### src/rtl/mf_phase_ctrl_pkg.sv
// Shared types and default constants for the matched-filter phase controller.
package mf_phase_ctrl_pkg;

  localparam int unsigned NUM_PH_D = 4;
  localparam int unsigned ERR_W_D  = 56;

  typedef logic [$clog2(NUM_PH_D)-1:0] phase_t;

  typedef enum logic [2:0] {
    StIdle,
    StSettle,
    StMeas,
    StLockSettle,
    StLock
  } state_e;

endpackage

### src/rtl/mf_phase_ctrl_lock_monitor.sv
// Loss-of-lock monitor: compares each tracked window against a shifted copy of
// the locked error and counts consecutive over-threshold windows.
module lock_monitor #(
  parameter int unsigned ERR_W      = 56,
  parameter int unsigned LOSS_SHIFT = 1,
  parameter int unsigned LOSS_CNT   = 2
) (
  input  logic             i_sys_clk,
  input  logic             i_reset_n,
  input  logic             i_arm,
  input  logic             i_win,
  input  logic [ERR_W-1:0] i_err,
  input  logic [ERR_W-1:0] i_best_err,
  output logic             o_loss,
  output logic [7:0]       o_relock_cnt
);

  localparam int unsigned EXT_W = ERR_W + LOSS_SHIFT;
  localparam int unsigned CNT_W = $clog2(LOSS_CNT + 1);

  logic [EXT_W-1:0] w_thr;
  logic [EXT_W-1:0] w_err_ext;
  logic             w_over;
  logic [CNT_W-1:0] r_cnt;
  logic [7:0]       r_relock_cnt;

  // Threshold is widened so the shift can never overflow.
  always_comb begin
    w_thr     = EXT_W'(i_best_err) << LOSS_SHIFT;
    w_err_ext = EXT_W'(i_err);
    w_over    = w_err_ext > w_thr;
    o_loss    = i_arm && i_win && w_over && (r_cnt == CNT_W'(LOSS_CNT - 1));
  end

  // Consecutive over-threshold counter and saturating loss-event counter.
  always_ff @(posedge i_sys_clk or negedge i_reset_n) begin
    if (!i_reset_n) begin
      r_cnt        <= '0;
      r_relock_cnt <= '0;
    end else begin
      if (!i_arm) begin
        r_cnt <= '0;
      end else if (i_win) begin
        if (w_over && !o_loss) r_cnt <= r_cnt + 1'b1;
        else                   r_cnt <= '0;
      end
      if (o_loss && (r_relock_cnt != 8'hFF)) r_relock_cnt <= r_relock_cnt + 8'd1;
    end
  end

  assign o_relock_cnt = r_relock_cnt;

endmodule

### src/rtl/mf_phase_ctrl.sv
// Symbol-timing phase controller: sweeps the tap select over all phases,
// locks onto the least-error phase and restarts the sweep on loss of lock.
module mf_phase_ctrl
  import mf_phase_ctrl_pkg::*;
#(
  parameter int unsigned NUM_PH     = NUM_PH_D,
  parameter int unsigned ERR_W      = ERR_W_D,
  parameter int unsigned SETTLE_WIN = 1,
  parameter int unsigned LOSS_SHIFT = 1,
  parameter int unsigned LOSS_CNT   = 2
) (
  input  logic                      i_sys_clk,
  input  logic                      i_reset_n,
  input  logic                      i_cycle,
  input  logic [ERR_W-1:0]          i_err_square,
  input  logic                      i_start,
  input  logic                      i_manual_en,
  input  logic [$clog2(NUM_PH)-1:0] i_manual_ph,
  output logic [$clog2(NUM_PH)-1:0] o_phase_sel,
  output logic                      o_busy,
  output logic                      o_locked,
  output logic                      o_done,
  output logic [ERR_W-1:0]          o_best_err,
  output logic [7:0]                o_relock_cnt
);

  localparam int unsigned PH_W   = $clog2(NUM_PH);
  localparam int unsigned SKIP_W = $clog2(SETTLE_WIN + 2);

  state_e            r_state;
  logic              r_win_v;
  logic [SKIP_W-1:0] r_skip;
  logic [ERR_W-1:0]  r_run_err;
  logic [PH_W-1:0]   r_run_ph;
  logic [PH_W-1:0]   r_phase_sel;
  logic              r_busy;
  logic              r_locked;
  logic              r_done;
  logic [ERR_W-1:0]  r_best_err;

  logic              w_take;
  logic [ERR_W-1:0]  w_new_err;
  logic [PH_W-1:0]   w_new_ph;
  logic              w_arm;
  logic              w_loss;
  state_e            w_search_st;
  state_e            w_lock_st;

  // Running-best update; strict compare keeps the lower phase on a tie.
  always_comb begin
    w_take    = (r_phase_sel == '0) || (i_err_square < r_run_err);
    w_new_err = w_take ? i_err_square : r_run_err;
    w_new_ph  = w_take ? r_phase_sel : r_run_ph;
    w_arm     = (r_state == StLock) && !i_manual_en;
    if (SETTLE_WIN == 0) begin
      w_search_st = StMeas;
      w_lock_st   = StLock;
    end else begin
      w_search_st = StSettle;
      w_lock_st   = StLockSettle;
    end
  end

  // Window strobe: err_square is valid one clock after cycle.
  always_ff @(posedge i_sys_clk or negedge i_reset_n) begin
    if (!i_reset_n) r_win_v <= 1'b0;
    else            r_win_v <= i_cycle;
  end

  // Search/lock FSM with registered outputs; manual_en overrides everything.
  always_ff @(posedge i_sys_clk or negedge i_reset_n) begin
    if (!i_reset_n) begin
      r_state     <= StIdle;
      r_skip      <= '0;
      r_run_err   <= '0;
      r_run_ph    <= '0;
      r_phase_sel <= '0;
      r_busy      <= 1'b0;
      r_locked    <= 1'b0;
      r_done      <= 1'b0;
      r_best_err  <= '0;
    end else begin
      r_done <= 1'b0;
      if (i_manual_en) begin
        r_state     <= StIdle;
        r_phase_sel <= i_manual_ph;
        r_busy      <= 1'b0;
        r_locked    <= 1'b0;
        r_skip      <= '0;
      end else begin
        case (r_state)
          StIdle: begin
            if (i_start) begin
              r_phase_sel <= '0;
              r_busy      <= 1'b1;
              r_skip      <= SKIP_W'(SETTLE_WIN);
              r_state     <= w_search_st;
            end
          end
          StSettle: begin
            if (r_win_v) begin
              if (r_skip <= SKIP_W'(1)) begin
                r_skip  <= '0;
                r_state <= StMeas;
              end else begin
                r_skip <= r_skip - 1'b1;
              end
            end
          end
          StMeas: begin
            if (r_win_v) begin
              r_run_err <= w_new_err;
              r_run_ph  <= w_new_ph;
              r_skip    <= SKIP_W'(SETTLE_WIN);
              if (r_phase_sel != PH_W'(NUM_PH - 1)) begin
                r_phase_sel <= r_phase_sel + 1'b1;
                r_state     <= w_search_st;
              end else begin
                r_phase_sel <= w_new_ph;
                r_best_err  <= w_new_err;
                r_busy      <= 1'b0;
                r_locked    <= 1'b1;
                r_done      <= 1'b1;
                r_state     <= w_lock_st;
              end
            end
          end
          StLockSettle: begin
            if (r_win_v) begin
              if (r_skip <= SKIP_W'(1)) begin
                r_skip  <= '0;
                r_state <= StLock;
              end else begin
                r_skip <= r_skip - 1'b1;
              end
            end
          end
          StLock: begin
            if (w_loss || i_start) begin
              r_phase_sel <= '0;
              r_busy      <= 1'b1;
              r_locked    <= 1'b0;
              r_skip      <= SKIP_W'(SETTLE_WIN);
              r_state     <= w_search_st;
            end
          end
          default: r_state <= StIdle;
        endcase
      end
    end
  end

  lock_monitor #(
    .ERR_W      (ERR_W),
    .LOSS_SHIFT (LOSS_SHIFT),
    .LOSS_CNT   (LOSS_CNT)
  ) u_lock_monitor (
    .i_sys_clk    (i_sys_clk),
    .i_reset_n    (i_reset_n),
    .i_arm        (w_arm),
    .i_win        (r_win_v),
    .i_err        (i_err_square),
    .i_best_err   (r_best_err),
    .o_loss       (w_loss),
    .o_relock_cnt (o_relock_cnt)
  );

  assign o_phase_sel = r_phase_sel;
  assign o_busy      = r_busy;
  assign o_locked    = r_locked;
  assign o_done      = r_done;
  assign o_best_err  = r_best_err;

endmodule

### config.mk
export PLATFORM = sky130hd
export DESIGN_NAME = mf_phase_ctrl
export DESIGN_NICKNAME = d
export VERILOG_FILES = /design/src/rtl/mf_phase_ctrl_pkg.sv /design/src/rtl/mf_phase_ctrl_lock_monitor.sv /design/src/rtl/mf_phase_ctrl.sv
export SDC_FILE = /design/constraint.sdc
export NUM_CORES = 1
export LEC_CHECK = 0
export ABC_AREA = 1
export CAP_MARGIN = 20
export CORE_ASPECT_RATIO = 0.9
export CORE_MARGIN = 2
export CORE_UTILIZATION = 50
export CTS_BUF_LIST = sky130_fd_sc_hd__clkbuf_4 sky130_fd_sc_hd__clkbuf_8
export DETAILED_ROUTE_END_ITERATION = 10
export PLACE_DENSITY = 0.74
export SLEW_MARGIN = 0
export SYNTH_ARGS = -nofsm -noshare
export SYNTH_HDL_FRONTEND = slang
export SYNTH_SLANG_ARGS = --single-unit
### constraint.sdc
create_clock -name i_sys_clk -period 3 [get_ports i_sys_clk]
set_input_delay 0.6 -clock i_sys_clk [delete_from_list [all_inputs] [get_ports i_sys_clk]]
set_output_delay 0.6 -clock i_sys_clk [all_outputs]
set_load 0.02 [all_outputs]
# Word-level counts from Yosys, hierarchy flattened
# Index checks and enable logic that the tools add are counted.
# totals
register_bits	135
output_inout_bits	69
wordCells	104
# classes
n_addsub	4
magnitude_cmp	3
n_eq_ne	17
mux	43
bitwise_logic	2
reduce_logical	23
# ops
operator	n
56-bit by 57-bit greater-than comparator with 1-bit output	1
56-bit less-than comparator	1
56-bit two-way mux	1
2-bit two-way mux	16
3-bit two-way mux	8
3-bit inequality test, second input constant	7
3-bit one-hot mux with 5 select lines	1
1-bit two-way mux	13
4-bit AND reduction	3
5-bit AND reduction	2
8-bit by 1-bit adder with 8-bit output, second input constant	1
8-bit inequality test, second input constant	1
2-bit one-hot mux with 4 select lines	1
7-bit AND reduction	1
3-bit by 2-bit == test with 1-bit output, second input constant	2
1-bit logical AND	6
2-bit one-hot mux with 3 select lines	1
5-bit nonzero test	1
2-bit by 1-bit adder with 2-bit output, second input constant	2
2-bit inequality test, second input constant	2
4-bit nonzero test	1
3-bit by 1-bit == test with 1-bit output, second input constant	1
3-bit == test, second input constant	1
3-bit zero test	1
14 further kinds	17

# Longest topological paths before layout
# Gate-level depths: netlist (run 1).
# depth
word_depth	10
mapped_depth	19
depth_no_buf	18

# By module
# From an unflattened synthesis (run 1), not the netlist that was laid out.
# unflattened
hier_cells	1225
hier_area_um2	9090.0
# modules_own_cells
mod	instances	cells_per_inst	area_each_um2
mf_phase_ctrl	1	896	6931.6
lock_monitor	1	329	2158.3

# Worst setup path after synthesis (run 1)
# No wires, ideal clock.
# synth_path
path_type	input port to flip-flop
startpoint	input port i_err_square[31]
endpoint	register r_run_err[19]
setup_time_ns	0.132
arrival_time_ns	2.122
t_required_ns	2.868
slack_ns	0.746
stages	13
n_path_buf	1
cell_sequence	ha_1 -> a21o_1 -> nor2_1 -> nand2_1 -> nand2_1 -> nand2_1 -> a21oi_1 -> nand2_2 -> nand2_4 -> clkbuf_1 -> nor2_1 -> a21oi_2 -> o21ai_1
# synth_between
elab_chain_cells	3
# synth_lines
item	line	text
from (decl)	mf_phase_ctrl.sv:15	input logic [ERR_W-1:0] i_err_square,
56-bit less-than comparator	mf_phase_ctrl.sv:51	w_take = (r_phase_sel == '0) || (i_err_square < r_run_err);
1-bit logical OR	mf_phase_ctrl.sv:51	
56-bit two-way mux	mf_phase_ctrl.sv:52	w_new_err = w_take ? i_err_square : r_run_err;
to (signal assigned)	mf_phase_ctrl.sv:112	r_run_err <= w_new_err;
to (decl)	mf_phase_ctrl.sv:33	logic [ERR_W-1:0] r_run_err;
# No other way between the ends.
# A chain may end at the register's enable or synchronous reset.

# Worst setup path after layout (run 1)
# layout_path
startpoint	input port i_err_square[40]
endpoint	register u_lock_monitor.r_relock_cnt[0], in the netlist u_lock_monitor.o_relock_cnt[0]
# layout_between
elab_chain_cells	4
# layout_lines
item	line	text
56-bit by 57-bit greater-than comparator with 1-bit output	mf_phase_ctrl_lock_monitor.sv:31	w_over = w_err_ext > w_thr;
1-bit logical AND (2 in a row)	mf_phase_ctrl_lock_monitor.sv:32	o_loss = i_arm && i_win && w_over && (r_cnt == CNT_W'(LOSS_CNT - 1));
1-bit logical AND	mf_phase_ctrl_lock_monitor.sv:47	if (o_loss && (r_relock_cnt != 8'hFF)) r_relock_cnt <= r_relock_cnt + 8'd1;
to (signal assigned)	mf_phase_ctrl_lock_monitor.sv:47	
to (decl)	mf_phase_ctrl_lock_monitor.sv:25	logic [7:0] r_relock_cnt;
# No other way between the ends.

==> qor.txt, run 1 <==
status: complete, no violations
EDFF count, synth: 0
gr ovfl total: 0
First-pass DRT Iterations: 5
library cells used by synthesis: 37
largest net degree at the start of global routing: 91
average size of a mapped cell: 7.77 µm²
initial antenna violation count: 1
Crit path arrival time: 3.09 ns
Post-Synthesis Cells: 1165
antenna viol nets, final: 0
Post-DP Area: 11000 µm²
CTS tree: yes
Max-cap violations: 0
ant diodes: 0
met1 Usage GRT: 31.0%
die area: 19200 µm²
Logic pwr share: 53.1%
crit start category: primary input
die height: 132 µm
peak supply drop: 0.000441 V
CTS clk-pin slew, worst paths: 0.08 ns
Final setup violation count: 0
sw frac: 43.6%
Clk pwr share: 15.5%
sequential share of power: 31.3%
final core utilization: 64.4%
worst-margin pin slew: 0.808 ns
TNS Setup: 0 ns
core area: 17700 µm²
share of layout cells above drive strength 1: 13.0%
Area Growth Syn to Fin: 25.8%
CP cell instances: clkdlybuf4s50_1 -> ha_1 -> nand4_1 -> nor3_1 -> nand4_1 -> nor2_1 -> nand2_1 -> nand2_1 -> nand3_1 -> inv_2 -> nand2_1 -> xor2_1
R2R Path End: u_lock_monitor.o_relock_cnt[0]
htree depth: 4
RSZ-0062 raised after global routing: no
Worst Path Required: 3.33 ns
Filler cells: 1585
worst r2r src: o_best_err[39]
number of global-route vias before repair: 7505
CP Capture Type: flop
worst hold path type: in -> async
met2 track demand over resource: 36.4%
1st-iter DRT viols: 413
Post-CTS Hold Fix Bufs: 0
DR DRC count: 0
Reg area: 3380 µm²
Wirelength per Cell: 13.3 µm
most common cell after layout, fill and taps aside: nand2_1
DIE WIDTH: 146 µm
first-pass GRT wire length: 35900 µm
Inserted Clock Buffers: 17
FF+latch count, synth: 135
final period utilization: 92.0%
PwrDens: 815 nW/µm²
ys flop type: dfrtp_1
Max Slew Vio Count: 0
worst-case clock buffer depth: 2
type of the worst setup path: in -> reg
Clock Sinks: 135
ys async rst share: 100%
GRT busiest layer: met2
Design Area, Final: 11400 µm²
most frequent cells in the layout: nand2_1, inv_1, dfrtp_1
Leakage: 5.60 nW
dpl ws: -0.290 ns
Reg2Reg Depth: 12
Fmax achieved: 362 MHz
met3 GRT Util: 5.07%
synthesized cell area: 9050 µm²
Synth warnings: 0
final hold violation count: 0
PortBufs: 131
Pint: 5.24 mW
Hold Worst Slack: 0.205 ns
Net Switching: 4.04 mW
Mapped Nets: 1342
clock skew: 0.0170 ns
Worst path slowest cell: clkdlybuf4s50_1
HPWL after DPL: 15700 µm
crit-path max FO: 5
GPL Wtd Cong: 0.869
Final min period: 2.76 ns
Starting Density: 51.2%
final setup margin: 0.240 ns
Multi-input gate area: 4810 µm²
Worst path max stage delay: 0.47 ns
NumNets Final: 1518
via count: 7865
R2R Setup Slk: 0.46 ns
Routed WL: 21200 µm
CTS root buffer: clkbuf_8
register area share after synthesis: 37.3%
most used cell along the critical path: nand2_1
clk_lat worst skew: 0.46 ns
Slew HR: 46.1%
vias per std cell: 4.94
Row Count: 46
gr usage total: 22.9%
IO Count: 132
power by group through the flow:
stage	combinational (mW)	sequential (mW)	clock (mW)
after floorplan	3.08	3.15	0
after global placement	4.82	2.92	0
after detailed placement	4.94	2.92	0
after CTS	4.97	2.90	1.47
after global routing	5.61	2.99	1.57
final	4.93	2.91	1.44
per-stage QoR:
step	cells	total power, mW
after global routing	1593	10.2
after global placement	1559	7.74
after floorplan	1165	6.24
after CTS	1590	9.34
final	1593	9.28
after detailed placement	1559	7.86
repair_timing:
action | CTS | global route
buffers inserted | 0 | 3
endpoints found under the hold margin | 0 | 0
gates resized for setup | 0 | 1
setup endpoints to repair | 0 | 3
logic make-up after synthesis:
kind of cell	count (synthesis)	synth area share, %
xor+xnor	7	0.678
flops	135	37.3
compound gates	241	16.1
fa+ha+maj	114	15.8
buf+inv	213	9.54
simple gates	455	20.6
Yosys cell counts (2+ instances only):
library cell,n,area share [%]
a21o_1,6,0.50
dfrtp_1,135,37
buf_2,9,0.50
ha_1,114,16
inv_2,9,0.37
a21oi_2,54,5.2
nor3_2,2,0.22
nor3_1,6,0.33
nand2_1,293,12
inv_1,167,6.9
buf_6,7,0.87
a22o_1,2,0.19
a21oi_1,42,2.3
nand4_1,9,0.62
nand3_1,28,1.5
o21a_1,3,0.25
a22oi_1,2,0.17
nand2_2,4,0.28
nor2_2,3,0.21
o21ai_0,11,0.61
o21ai_1,116,6.4
xor2_1,4,0.39
nor2_1,99,4.1
o21ai_2,2,0.19
clkbuf_1,21,0.87
xnor2_1,3,0.29
nor2_4,4,0.50
worst max-delay path: cells and delay by family:
kind | cells | cell delay, ns
xor+xnor | 1 | 0.18
buf+inv | 2 | 0.64
simple gates | 8 | 1.35
fa+ha+maj | 1 | 0.33
final cells by class:
type | count | share of cell area (%)
Tap cell | 240 | 2.64
Inverter | 176 | 5.82
Multi-Input combinational cell | 817 | 42.2
Clock buffer | 22 | 2.49
Clock inverter | 9 | 0.681
Timing Repair Buffer | 194 | 16.5
Sequential cell | 135 | 29.7
worst max path at each step:
stage,start,endpoint,slack [ns],depth (start not counted)
2_1_floorplan,i_err_square[31],r_run_err[19],0.75,13
3_3_place_gp,i_err_square[40],u_lock_monitor.o_relock_cnt[0],-0.26,12
3_5_place_dp,i_err_square[40],u_lock_monitor.o_relock_cnt[0],-0.29,12
4_1_cts,i_err_square[40],u_lock_monitor.o_relock_cnt[0],0.20,12
5_1_grt,i_err_square[40],o_phase_sel[0],0.04,14
6_report,i_err_square[40],u_lock_monitor.o_relock_cnt[0],0.24,12
registers in the layout, indices dropped and copies added (netlist names):
name                         count
o_best_err                      56
r_state                          3
r_run_err                       56
r_run_ph                         2
u_lock_monitor.r_cnt             2
o_phase_sel                      2
o_done                           1
o_busy                           1
r_skip                           2
u_lock_monitor.o_relock_cnt      8
o_locked                         1
r_win_v                          1
routing by layer:
metal / up-vias / wire length, µm
met5: - / 13
met4: 2 / 370
met3: 26 / 1040
met2: 161 / 9540
met1: 3572 / 10200
li1: 4104 / -
No activity file was read; power rests on OpenSTA's default activity.
==> inputs of run 2 (changes only) <==
--- a/config.mk
+++ b/config.mk
@@ -12,6 +12,8 @@
 export CORE_UTILIZATION = 50
 export CTS_BUF_LIST = sky130_fd_sc_hd__clkbuf_4 sky130_fd_sc_hd__clkbuf_8
 export DETAILED_ROUTE_END_ITERATION = 10
+export GPL_ROUTABILITY_DRIVEN = 0
+export MAX_ROUTING_LAYER = met4
 export PLACE_DENSITY = 0.74
 export SLEW_MARGIN = 0
 export SYNTH_ARGS = -nofsm -noshare
==> run 2 against run 1 <==
Register-to-register slack improved by 0.02 ns. Sequential cell count stayed put. Via count about the same. Setup slack better by 0.019 ns. Critical path type unchanged.
==> qor.txt, run 2 (same netlist as run 1, synthesis figures left out) <==
Starting Density: 51.2% (unchanged)
Logic pwr share: 53.1% (about the same)
worst-case clock buffer depth: 2 (unchanged)
Post-CTS Hold Fix Bufs: 0 (unchanged)
htree depth: 4 (unchanged)
DR DRC count: 0 (unchanged)
final period utilization: 91.4% (-0.62 points)
largest net degree at the start of global routing: 91 (unchanged)
first-pass GRT wire length: 35900 µm (about the same)
Clk pwr share: 15.5% (about the same)
CTS tree: yes
Final min period: 2.74 ns (-0.0185 ns)
PnR Total Power: 9.28 mW (about the same)
Area Growth Syn to Fin: 25.9% (about the same)
NumNets Final: 1518 (unchanged)
final hold violation count: 0 (unchanged)
status: complete, no violations
Slew HR: 46.4% (+0.25 points)
Leakage: 5.60 nW (unchanged)
HPWL after DPL: 15700 µm (unchanged)
via count: 7869 (+0.051%)
Worst Path Required: 3.33 ns (about the same)
share of layout cells above drive strength 1: 13.0% (unchanged)
PortBufs: 131 (unchanged)
gr usage total: 23.5% (+0.67 points)
antenna viol nets, final: 0 (unchanged)
IO Count: 132 (unchanged)
PwrDens: 815 nW/µm² (about the same)
CTS root buffer: clkbuf_8
Routed WL: 21200 µm (-0.15%)
die height: 132 µm (unchanged)
core area: 17700 µm² (unchanged)
sw frac: 43.5% (about the same)
vias per std cell: 4.94 (about the same)
Inserted Clock Buffers: 17 (unchanged)
CTS clk-pin slew, worst paths: 0.08 ns (about the same)
Net Switching: 4.04 mW (about the same)
clk_lat worst skew: 0.45 ns (about the same)
Max-cap violations: 0 (unchanged)
Final setup violation count: 0 (unchanged)
Pint: 5.24 mW (about the same)
Filler cells: 1584 (-0.063%)
First-pass DRT Iterations: 5 (unchanged)
1st-iter DRT viols: 416 (+0.73%)
dpl ws: -0.290 ns (unchanged)
peak supply drop: 0.000442 V (+0.10%)
Crit path arrival time: 3.07 ns (-0.02 ns)
type of the worst setup path: in -> reg
RSZ-0062 raised after global routing: no
Max Slew Vio Count: 0 (unchanged)
clock skew: 0.0139 ns (-0.00307 ns)
gr ovfl total: 0 (unchanged)
crit start category: primary input
CP Capture Type: flop
number of global-route vias before repair: 7504 (-0.013%)
crit-path max FO: 5 (unchanged)
Row Count: 46 (unchanged)
die area: 19200 µm² (unchanged)
sequential share of power: 31.3% (about the same)
final setup margin: 0.258 ns (+0.0185 ns)
most frequent cells in the layout: nand2_1, inv_1, dfrtp_1
worst hold path type: in -> async
worst-margin pin slew: 0.804 ns (-0.00371 ns)
Wirelength per Cell: 13.3 µm (-0.21%)
DIE WIDTH: 146 µm (unchanged)
most common cell after layout, fill and taps aside: nand2_1
Clock Sinks: 135 (unchanged)
initial antenna violation count: 1 (unchanged)
Fmax achieved: 365 MHz (+0.68%)
[run 2: changes by cell type in the layout (fill, tap and decap cells not counted)]
cell     previous run  this run
diode_2             0         1
[run 2: metal layers]
metal	vias up	GRT usage (%)	wire [µm]
met4	0	7.35	381
li1	4107	-	-
met2	168	36.5	9480
met5	-	-	0
met1	3566	31.1	10200
met3	28	4.93	1150
[run 2: final timing paths]
check | start | endpoint | slack (ns) | cells past startpoint
worst max-delay path | i_err_square[40] | u_lock_monitor.o_relock_cnt[0] | 0.26 | 12
worst min-delay path | i_reset_n | o_best_err[27] | 0.22 | 1
worst max register to register | o_best_err[39] | u_lock_monitor.o_relock_cnt[0] | 0.48 | 12
worst min register to register | o_busy | o_busy | 0.48 | 2
max in group asynchronous | i_reset_n | r_skip[1] | 2.04 | 2
min in group i_sys_clk | o_busy | o_busy | 0.48 | 2
[run 2: area by class of cell]
type	instances	area, µm²	area share, %
Antenna cell	1	2.50	0.0220
Clock buffer	22	284	2.49
Clock inverter	9	77.6	0.681
Inverter	176	663	5.82
Multi-Input combinational cell	817	4810	42.2
Sequential cell	135	3380	29.7
Tap cell	240	300	2.64
Timing Repair Buffer	194	1870	16.4
[run 2: worst max-delay path, cell delays in order]
cell and delay [ns]:
clkdlybuf4s50_1 0.47, ha_1 0.34, nand4_1 0.14, nor3_1 0.32, nand4_1 0.25, nor2_1 0.15
nand2_1 0.06, nand2_1 0.10, nand3_1 0.16, inv_2 0.16, nand2_1 0.16, xor2_1 0.18
[run 2: metrics by stage]
| stage | util, % | TNS (ns) | hold WS (ns) | instance area [µm²] | cells |
|---|---|---|---|---|---|
| after CTS | 64.2 | 0 | 0.235 | 11300 | 1590 |
| after detailed placement | 62.2 | -3.67 | 0.462 | 11000 | 1559 |
| final | 64.5 | 0 | 0.216 | 11400 | 1594 |
| after global routing | 64.5 | 0 | 0.250 | 11400 | 1594 |
| after global placement | 62.2 | -3.14 | 0.461 | 11000 | 1559 |
| after floorplan | - | 0 | 0.304 | 9050 | 1165 |
[run 2: power groups by stage]
| stage | clock (mW) | sequential, mW | combinational [mW] |
|---|---|---|---|
| floorplan | 0 | 3.15 | 3.08 |
| global placement | 0 | 2.92 | 4.82 |
| detailed placement | 0 | 2.92 | 4.94 |
| CTS | 1.47 | 2.90 | 4.97 |
| global route | 1.56 | 2.99 | 5.61 |
| finish | 1.44 | 2.91 | 4.93 |
[run 2: timing repair]
item,CTS,global route
resized for setup,0,1
setup buffers,0,3
endpoints found under the setup margin,0,3
==> inputs of run 3 (changes only) <==
--- a/config.mk
+++ b/config.mk
@@ -10,7 +10,6 @@
 export CORE_ASPECT_RATIO = 0.9
 export CORE_MARGIN = 2
 export CORE_UTILIZATION = 50
-export CTS_BUF_LIST = sky130_fd_sc_hd__clkbuf_4 sky130_fd_sc_hd__clkbuf_8
 export DETAILED_ROUTE_END_ITERATION = 10
 export GPL_ROUTABILITY_DRIVEN = 0
 export MAX_ROUTING_LAYER = met4
==> run 3 against run 2 <==
Via count grew 0.70%. Die area is the same. Core utilization grew 1.0 points. Cell count is the same. Largest cell class unchanged. Maximum frequency grew 0.29%. Critical path depth grew 4.
==> qor.txt, run 3 (same netlist as run 1, synthesis figures left out) <==
initial antenna violation count: 1 (unchanged)
type of the worst setup path: in -> reg
Crit path arrival time: 3.04 ns (-0.03 ns)
Routed WL: 21400 µm (+1.1%)
HPWL after DPL: 15700 µm (unchanged)
NumNets Final: 1518 (unchanged)
die height: 132 µm (unchanged)
RSZ-0062 raised after global routing: no
CTS root buffer: clkbuf_16
number of global-route vias before repair: 7552 (+0.64%)
status: complete, no violations
final hold violation count: 0 (unchanged)
most frequent cells in the layout: nand2_1, inv_1, dfrtp_1
gr ovfl total: 0 (unchanged)
Reg area: 3380 µm² (unchanged)
Wirelength per Cell: 13.4 µm (+1.1%)
largest net degree at the start of global routing: 91 (unchanged)
sw frac: 42.0% (-1.6 points)
Clock Sinks: 135 (unchanged)
sequential share of power: 29.7% (-1.6 points)
Area Growth Syn to Fin: 27.9%
Leakage: 5.68 nW (+1.4%)
Filler cells: 1542 (-2.7%)
worst-margin pin slew: 0.815 ns (+0.0107 ns)
Buf/Inv on CP: 5 (+3)
Starting Density: 51.2% (unchanged)
most common cell after layout, fill and taps aside: nand2_1
htree depth: 4 (unchanged)
Pint: 5.70 mW (+8.8%)
worst-case clock buffer depth: 2 (unchanged)
Worst path max stage delay: 0.46 ns (about the same)
PwrDens: 849 nW/µm² (+4.2%)
CP cell instances: clkdlybuf4s50_1 -> buf_4 -> ha_1 -> nand2_1 -> nor2_2 -> nand4_1 -> nor2_1 -> inv_1 -> nor2_1 -> nand2_1 -> nand2_1 -> nand3_1 -> inv_2 -> buf_12 -> nand3_1 -> xnor2_1
share of layout cells above drive strength 1: 12.9% (-0.15 points)
final period utilization: 91.1% (-0.27 points)
Max-cap violations: 0 (unchanged)
CP Capture Type: flop
clock skew: 0.00834 ns (-0.00554 ns)
peak supply drop: 0.000456 V (+3.2%)
die area: 19200 µm² (unchanged)
Net Switching: 4.12 mW (+2.1%)
crit start category: primary input
Clk pwr share: 20.1% (+4.6 points)
Worst Path Required: 3.31 ns (-0.02 ns)
IO Count: 132 (unchanged)
TNS Setup: 0 ns (unchanged)
PortBufs: 131 (unchanged)
CTS tree: yes
crit-path leading delay family: simple AND/OR/NAND/NOR gates
core area: 17700 µm² (unchanged)
most used cell along the critical path: nand2_1
Fmax achieved: 366 MHz (+0.29%)
vias per std cell: 4.97 (+0.70%)
First-pass DRT Iterations: 5 (unchanged)
worst hold path type: in -> async
DR DRC count: 0 (unchanged)
first-pass GRT wire length: 36100 µm (+0.67%)
Logic pwr share: 50.3% (-2.8 points)
DIE WIDTH: 146 µm (unchanged)
crit-path max FO: 5 (unchanged)
Final setup violation count: 0 (unchanged)
1st-iter DRT viols: 428 (+2.9%)
via count: 7924 (+0.70%)
Multi-input gate area: 4810 µm² (+0.10%)
gr usage total: 23.8% (+0.22 points)
antenna viol nets, final: 0 (unchanged)
Max Slew Vio Count: 0 (unchanged)
Worst path slowest cell: clkdlybuf4s50_1
Row Count: 46 (unchanged)
Inserted Clock Buffers: 17 (unchanged)
Slew HR: 45.7% (-0.71 points)
clk_lat worst skew: 0.42 ns (-0.03 ns)
final core utilization: 65.5% (+1.0 points)
CTS clk-pin slew, worst paths: 0.06 ns (-0.02 ns)
Final min period: 2.73 ns (-0.00800 ns)
## run 3: changes by cell type in the layout (fill, tap and decap cells not counted)
cell       change
clkbuf_16     +17
clkbuf_8      -17
clkbuf_1       +3
clkbuf_4       -3
nor3_1         -1
nor3_2         +1
## run 3: per-stage QoR
step	hold slack, ns	cells	worst slack [ns]	cell area [µm²]	total power [mW]
3_3_place_gp	0.461	1559	-0.260	11000	7.74
2_1_floorplan	0.304	1165	0.746	9050	6.24
6_report	0.249	1594	0.266	11600	9.82
5_1_grt	0.305	1594	0.0183	11600	10.7
4_1_cts	0.284	1590	0.155	11500	9.89
3_5_place_dp	0.462	1559	-0.290	11000	7.86
## run 3: final cells by class
| cell class | instances | area share, % |
|---|---|---|
| multi-input combinational | 817 | 41.6 |
| tap | 240 | 2.59 |
| antenna | 1 | 0.0216 |
| timing repair buffer | 194 | 16.2 |
| sequential | 135 | 29.2 |
| clock inverter | 9 | 0.670 |
| inverter | 176 | 5.73 |
| clock buffer | 22 | 4.01 |
## run 3: path summary, 6_finish.rpt
kind / from / end / slack (ns) / cells after the start
max in group asynchronous: i_reset_n / r_run_err[4] / 2.00 / 2
min: i_reset_n / r_run_err[18] / 0.25 / 1
max: i_err_square[47] / u_lock_monitor.o_relock_cnt[4] / 0.27 / 16
min reg2reg: o_busy / o_busy / 0.47 / 2
min in group i_sys_clk: o_busy / o_busy / 0.47 / 2
max reg2reg: o_best_err[39] / u_lock_monitor.o_relock_cnt[4] / 0.56 / 13
## run 3: worst reg2reg max path: cells and delay by family (launching register included)
family,cells,cell delay [ns]
simple gates,8,1.16
buf+inv,3,0.35
xor+xnor,1,0.14
fa+ha+maj,1,0.29
flops,1,0.38
## run 3: repair_timing
item / 4_1_cts / 5_1_grt
hold buffers: 0 / 0
buffers inserted: 0 / 3
gates resized for setup: 0 / 2
setup endpoints to repair: 0 / 10
## run 3: power by group through the flow
stage / Combinational (mW) / Clock, mW / Sequential, mW
after global routing: 5.61 / 2.09 / 2.99
after floorplan: 3.08 / 0 / 3.15
after detailed placement: 4.94 / 0 / 2.92
final: 4.94 / 1.97 / 2.91
after CTS: 4.98 / 2.00 / 2.91
after global placement: 4.82 / 0 / 2.92
## run 3: per-layer routing
layer / part of all wire, % / wire length (µm) / up-vias / track usage (%)
met5: 0 / 0 / - / -
met4: 1.8 / 378 / 0 / 7.30
met3: 5.5 / 1180 / 28 / 5.07
met2: 45 / 9630 / 184 / 37.1
met1: 48 / 10200 / 3605 / 31.1
li1: - / - / 4107 / -
